[config.mk]
export PLATFORM = sky130hd
export DESIGN_NAME = toggle_cover_detector
export DESIGN_NICKNAME = d
export VERILOG_FILES = /design/src/rtl/toggle_cover_detector.sv
export SDC_FILE = /design/constraint.sdc
export NUM_CORES = 1
export LEC_CHECK = 0
export BUFFER_PORTS_ARGS = -buffer_cell sky130_fd_sc_hd__buf_2
export CAP_MARGIN = 20
export CORE_MARGIN = 3
export CORE_UTILIZATION = 62
export DETAILED_ROUTE_END_ITERATION = 16
export GPL_TIMING_DRIVEN = 0
export MAX_ROUTING_LAYER = met4
export PLACE_DENSITY_LB_ADDON = 0.15
export SLEW_MARGIN = 40
export SYNTH_ARGS = -nofsm -noshare
export SYNTH_HDL_FRONTEND = slang
export SYNTH_SLANG_ARGS = --single-unit
export TNS_END_PERCENT = 5
[constraint.sdc]
create_clock -name gbl_clk -period 19.4 [get_ports gbl_clk]
set_input_delay 1.94 -clock gbl_clk [delete_from_list [all_inputs] [get_ports gbl_clk]]
set_output_delay 1.94 -clock gbl_clk [all_outputs]
set_load 0.03 [all_outputs]
[src/rtl/toggle_cover_detector.sv]
// Per-signal rise/fall detector feeding the toggle-coverage reporter.
// Tracks a sticky covered bitmap, a saturating count of new points, and an all-covered flag.
module toggle_cover_detector #(
    parameter int unsigned SIG_WIDTH = 65,
    parameter bit          NEW_ONLY  = 1'b1,
    parameter int unsigned CNT_W     = 8
) (
    input  logic                   gbl_clk,
    input  logic                   reset,
    input  logic                   en,
    input  logic                   clear,
    input  logic [SIG_WIDTH-1:0]   sig,
    output logic [2*SIG_WIDTH-1:0] valid,
    output logic [CNT_W-1:0]       new_count,
    output logic                   all_covered
);

    localparam int unsigned VW = 2 * SIG_WIDTH;
    localparam int unsigned PW = $clog2(VW + 1);
    localparam int unsigned SW = ((CNT_W > PW) ? CNT_W : PW) + 1;
    localparam logic [SW-1:0] CNT_MAX = SW'({CNT_W{1'b1}});

    logic [SIG_WIDTH-1:0] prev_q;
    logic                 prev_valid_q;
    logic [VW-1:0]        covered_q;

    logic [VW-1:0]        hit;
    logic [VW-1:0]        fresh;
    logic [VW-1:0]        covered_d;
    logic [PW-1:0]        fresh_cnt;
    logic [SW-1:0]        cnt_sum;
    logic [CNT_W-1:0]     count_d;

    // prev_valid_q gates the first sample after reset so the zero baseline never fires.
    always_comb begin
        hit = '0;
        for (int i = 0; i < SIG_WIDTH; i++) begin
            hit[2*i]   = en & prev_valid_q & sig[i] & ~prev_q[i];
            hit[2*i+1] = en & prev_valid_q & ~sig[i] & prev_q[i];
        end
    end

    assign fresh     = hit & ~covered_q;
    assign covered_d = covered_q | hit;

    always_comb begin
        fresh_cnt = '0;
        for (int j = 0; j < VW; j++) begin
            fresh_cnt = fresh_cnt + PW'(fresh[j]);
        end
    end

    assign cnt_sum = SW'(new_count) + SW'(fresh_cnt);
    assign count_d = (cnt_sum > CNT_MAX) ? {CNT_W{1'b1}} : cnt_sum[CNT_W-1:0];

    always_ff @(posedge gbl_clk) begin
        if (!reset) begin
            prev_q       <= '0;
            prev_valid_q <= 1'b0;
            covered_q    <= '0;
            valid        <= '0;
            new_count    <= '0;
            all_covered  <= 1'b0;
        end else begin
            // Sampling continues through en-low and clear so re-enabling never sees stale edges.
            prev_q       <= sig;
            prev_valid_q <= 1'b1;
            if (clear) begin
                covered_q   <= '0;
                valid       <= '0;
                new_count   <= '0;
                all_covered <= 1'b0;
            end else begin
                covered_q   <= covered_d;
                valid       <= NEW_ONLY ? fresh : hit;
                new_count   <= count_d;
                all_covered <= &covered_d;
            end
        end
    end

endmodule

==> impl_metrics.yaml, run 1 <==
outcome:
  status: "finished clean"
logic_synthesis:
  ys_seq_area_frac: 0.4345
  syn-num-nets: 1846
  async_flop_share: 0
  syn_inst: 1619
  yosys-top-cells-count: "dfxtp_1 (335), nor2_1 (314), inv_1 (146)"
  synth_cell_type_count: 43
  synth_area_mm2: 0.01544
  yosys.area.top_type: "dfxtp_1"
  synthFlopType: "dfxtp_1"
  synth-seq-cells: 335
  synth_top_area_share: 0.4345
  synth_area_leaders: "dfxtp_1 (43%), fa_1 (16%), nor2_1 (7.6%)"
  yosysMostFrequentCell: "dfxtp_1"
  synth-edff-count: 0
  syn_area_per_cell_um2: 9.534
  yosys_warnings: 0
cts:
  cts_tree: "built"
  cts-resized-gates: 0
  clk_latency_ns: 0.52
  clk_path_buf_depth: 3
  cts_max_level: 2
  cts_hold_buffers: 0
  cts_root_buf: "clkbuf_16"
  cts_buffers: 35
  post_cts_buffers: 0
  clkSinkCount: 335
  path_clk_slew_ns: 0.06
sta:
  post-route-min-period_ns: 11.56
  worst_pin_slew_ns: 0.9058
  finalSetupTns_ns: 0
  max_clock_freq_mhz: 86.48
  fin_crit_sh: 0.5960
  finalSetupViolCount: 0
  finClkSkew_ns: 0.01595
  relSlewSlack: 0.3961
  setup_ws_ns: 7.837
  finalHoldViolations: 0
  rsz0062_at_grt: "false"
  drv_slew: 0
global_route:
  grt_overflow: 0
  antenna_found_initial: 2
  track_usage: 0.3600
  grt_pass1_wl_um: 69750
  grt_max_degree: 15
  grt_pass1_vias: 12030
place:
  placed_area_mm2: 0.01688
  hpwlAfterDp_um: 34890
  gp_congestion: 0.9780
  numPortBuffers: 206
  post-place-ws_ns: 7.441
route:
  viasPerCell: 5.705
  route.final.wire_length_um: 46670
  drt.antenna.violating_nets: 0
  route.detailed.wl_per_inst_um: 21.09
  drt_iter0_markers: 1416
  vias: 12630
  drcViolationCount: 0
  dr.pass1.iters: 8
worst_setup_path:
  slowest_stage: "clkbuf_1"
  setup.worst_path.class: "in2reg"
  crit_path_max_incr_delay_ns: 0.69
  rr_worst_depth: 29
  crit_top_cell: "fa_1"
  crit_required_ns: 19.77
  critPathLaunchType: "input port"
  worst_setup_path_end_kind: "flip-flop"
  crit_arrival_ns: 11.93
  worstPathMaxFanout: 10
die:
  core_mm2: 0.02439
  die_w_um: 163.8
  rows: 57
  initial_core_util: 0.6329
  die_height_um: 163.8
  pin_count: 208
  die_area_mm2: 0.02683
power_and_ir_drop:
  p_sw_mw: 0.6565
  p_per_area_mw_per_mm2: 115.6
  p_comb_frac: 0.308
  switching_share: 0.3129
  p_leak_nw: 7.763
  seqPwrFrac: 0.342
  power_mw: 2.098
  power.share.clock: 0.350
  power.internal_mw: 1.442
  vdd_drop_max_uv: 157.5
finish:
  post-route-util: 0.7443
  drive_gt1_frac: 0.1516
  fin_area_mm2: 0.01815
  nNetsFinal: 2089
  fill_cells: 1749
  area_delta_synth_final_pct: 17.61
worst_hold_path:
  min_path_type: "reg2reg"
  hold_depth: 1
run:
  drv_cap: 0
==> power groups by stage <==
stage | sequential [mW] | clock, mW | combinational [mW]
after floorplan | 0.740 | 0 | 0.446
after global placement | 0.731 | 0 | 0.621
after detailed placement | 0.732 | 0 | 0.628
after CTS | 0.717 | 0.735 | 0.639
after global routing | 0.718 | 0.763 | 0.738
final | 0.717 | 0.734 | 0.646
==> area by class of cell <==
cell class	count	area, um2	area share
diodes	2	5.005	0.0002757
plain buffers	56	267.8	0.01475
clock buffers	51	1059	0.05830
clock inverters	11	209.0	0.01151
inverters	146	548.0	0.03019
multi-input cells	1082	7924	0.4365
flip-flops and latches	335	6706	0.3694
well taps	324	405.4	0.02233
repair buffers	206	1031	0.05679
==> cells in the final DEF (no fill, tap or decap), types with 6 or more instances in the layout <==
cell type / instances
nor3_1: 66
nor2_1: 314
nor2b_1: 8
o21ai_0: 34
inv_1: 146
nand3b_1: 61
nor3b_1: 89
clkbuf_1: 44
dfxtp_1: 335
ha_1: 37
a21boi_0: 24
nor4b_1: 11
clkbuf_8: 8
a22oi_1: 13
nand2_1: 37
bufinv_16: 6
or2b_1: 6
clkbuf_16: 37
a21oi_1: 75
buf_2: 213
nand4b_1: 7
and2_1: 67
fa_1: 121
nand2b_1: 65
==> final timing paths <==
check | slack [ns] | end | start
hold / removal | 0.46 | valid[94] | prev_q[47]
setup reg to reg | 8.93 | new_count[3] | prev_valid_q
setup / recovery | 7.84 | new_count[3] | en
hold reg to reg | 0.46 | valid[94] | prev_q[47]
==> routing by layer <==
metal,wire [um],track usage,part of all wire,up-vias
met5,0,-,0,-
met4,1964,0.1380,0.042,0
met3,4891,0.07062,0.10,123
met2,20830,0.5413,0.45,707
met1,18990,0.4867,0.41,6047
li1,-,-,-,5748
==> sequential cells by signal (all words and copies together), names as in the netlist <==
name / count
all_covered: 1
covered_q: 130
new_count: 8
prev_q: 65
prev_valid_q: 1
valid: 130
==> cells by family after synthesis <==
kind of cell | share of synthesized area
fa+ha+maj | 0.1869
buf+inv | 0.05261
xor+xnor | 0.002838
mux | 0.0006485
flops | 0.4345
compound gates | 0.06217
simple gates | 0.2604
==> per-stage QoR <==
step	hold slack (ns)	instances
6_report	0.4556	2213
5_1_grt	0.4693	2213
2_1_floorplan	0.4159	1619
3_5_place_dp	0.4451	2149
3_3_place_gp	0.4395	2149
4_1_cts	0.4579	2211
==> critical path, delay by kind of cell <==
kind                     cells  cell delay (ns)
adder cells (fa/ha/maj)     12             5.95
AO/OA/AOI/OAI                5             0.82
AND/OR/NAND/NOR              4             0.68
buffers and inverters        7             2.18
XOR/XNOR                     1             0.32
No activity file was read; power rests on OpenSTA's default activity.
==> run 2: changes to the inputs <==
- CORE_UTILIZATION: 62 -> 58
- clock period: 19.4 -> 11.36 ns (I/O delays scaled with it)
==> run 2 against run 1 <==
  * Non-clock buffer count grew 1
  * Combinational power is 81% higher
  * Global-route usage fell by 2.4 points
  * Routed wire length up 0.63%
  * Clock skew down 0.0050 ns
  * Hold slack lost 0.0010 ns
  * Via count down 1.0%
  * Sequential power rose by 70%
  * Power rose by 75%
  * Sequential share of layout area is 0.086 points lower
  * Clock power up 73%
  * Critical path depth stayed put
  * Highest routed layer unchanged
==> impl_metrics.yaml, run 2 (same netlist as run 1, synthesis figures left out) <==
outcome:
  status: "finished clean"
cts:
  cts-resized-gates: 0
  post_cts_buffers: 0
  cts_hold_buffers: 0
  cts_root_buf: "clkbuf_16"
  clk_path_buf_depth: 3
  clkSinkCount: 335
  cts_buffers: 36
  clk_latency_ns: 0.52
  cts_max_level: 2
  cts_tree: "built"
  path_clk_slew_ns: 0.06
worst_setup_path:
  r2r-end: "new_count[5]"
  rr_worst_depth: 29
  worst_setup_path_end_kind: "flip-flop"
  crit_required_ns: 11.72
  crit_top_cell: "fa_1"
  critPathLaunchType: "input port"
  reg2reg_slack_ns: 1.17
  crit_path_max_incr_delay_ns: 0.72
  rr_startpoint: "prev_valid_q"
  worstPathMaxFanout: 10
  crit_arrival_ns: 10.86
  slowest_stage: "clkbuf_1"
  setup.worst_path.class: "in2reg"
worst_hold_path:
  holdPathEnd: "valid[112]"
  min_path_type: "reg2reg"
  hold_depth: 1
  hold_start: "prev_q[56]"
sta:
  relSlewSlack: 0.3897
  max_clock_freq_mhz: 95.24
  setup_ws_ns: 0.8598
  finClkSkew_ns: 0.01092
  rsz0062_at_grt: "false"
  worst_pin_slew_ns: 0.9155
  finalSetupViolCount: 0
  post-route-min-period_ns: 10.50
  drv_slew: 0
  finalHoldViolations: 0
  fin_crit_sh: 0.9243
  finalSetupTns_ns: 0
power_and_ir_drop:
  p_sw_mw: 1.193
  power.internal_mw: 2.474
  vdd_drop_max_uv: 256.1
  p_leak_nw: 7.773
  switching_share: 0.3254
  p_comb_frac: 0.319
  power.share.clock: 0.347
  seqPwrFrac: 0.334
  p_per_area_mw_per_mm2: 201.5
die:
  pin_count: 208
  die_w_um: 169.1
  die_height_um: 169.1
  die_area_mm2: 0.02861
  core_mm2: 0.02613
  initial_core_util: 0.5907
  rows: 59
route:
  drcViolationCount: 0
  drt_iter0_markers: 1546
  viasPerCell: 5.612
  route.detailed.wl_per_inst_um: 21.10
  drt.antenna.violating_nets: 0
  dr.pass1.iters: 6
  route.final.wire_length_um: 46970
  vias: 12490
global_route:
  grt_pass1_vias: 11940
  antenna_found_initial: 2
  grt_max_degree: 16
  track_usage: 0.3362
  grt_overflow: 0
  grt_pass1_wl_um: 70170
finish:
  layout_commonest_cell: "dfxtp_1"
  final_cell_mix: "dfxtp_1 (335), nor2_1 (314), buf_2 (213)"
  top_regs: "covered_q (130), valid (130), prev_q (65)"
  drive_gt1_frac: 0.1541
  area_delta_synth_final_pct: 17.89
  nNetsFinal: 2091
  multi_input_area_mm2: 0.007924
  area.sequential_mm2: 0.006706
  fill_cells: 2102
run:
  drv_cap: 0
place:
  numPortBuffers: 206
  hpwlAfterDp_um: 35510
  post-place-ws_ns: 0.2257
  gp_congestion: 0.9788
==> run 2: layout make-up <==
cell class                 count  area share
clock inverter                19     0.01616
timing repair buffer         207     0.05727
buffer                        56     0.01471
tap                          335     0.02303
inverter                     146     0.03012
antenna                        3   0.0004125
sequential                   335      0.3685
multi-input combinational   1082      0.4354
clock buffer                  43     0.05432
==> run 2: power groups by stage <==
stage / registers, mW / logic (mW) / clock network [mW]
finish: 1.22 / 1.17 / 1.27
global route: 1.23 / 1.30 / 1.33
CTS: 1.22 / 1.14 / 1.28
detailed placement: 1.25 / 1.12 / 0
global placement: 1.25 / 1.08 / 0
floorplan: 1.26 / 0.762 / 0
==> run 2: routing by layer <==
metal,vias up,global-route usage,wire length [um]
met2,685,0.4852,20250
met1,5941,0.4630,19270
met5,-,-,0
met4,0,0.1259,1956
li1,5753,-,-
met3,114,0.08176,5495
==> run 2: critical path, delay by kind of cell <==
kind                     cells  cell delay, ns
adder cells (fa/ha/maj)     12            5.89
buffers and inverters        7            1.96
AND/OR/NAND/NOR              4            0.74
AO/OA/AOI/OAI                5            0.77
XOR/XNOR                     1            0.32
==> run 2: worst max path at each step <==
stage	startpoint	slack, ns	endpoint
CTS	en	0.70	new_count[5]
finish	en	0.86	new_count[5]
global placement	en	-0.30	new_count[5]
floorplan	en	2.06	new_count[0]
detailed placement	en	0.23	new_count[5]
global route	en	0.52	new_count[5]
==> run 2: metrics by stage <==
stage	hold slack [ns]	cell area, um2	cells	power, mW	util
4_1_cts	0.4575	18180	2222	3.646	0.6956
2_1_floorplan	0.4159	15440	1619	2.026	-
3_5_place_dp	0.4434	16900	2160	2.366	0.6465
6_report	0.4545	18200	2226	3.667	0.6964
3_3_place_gp	0.4385	16890	2160	2.330	0.6462
5_1_grt	0.4833	18190	2224	3.854	0.6962
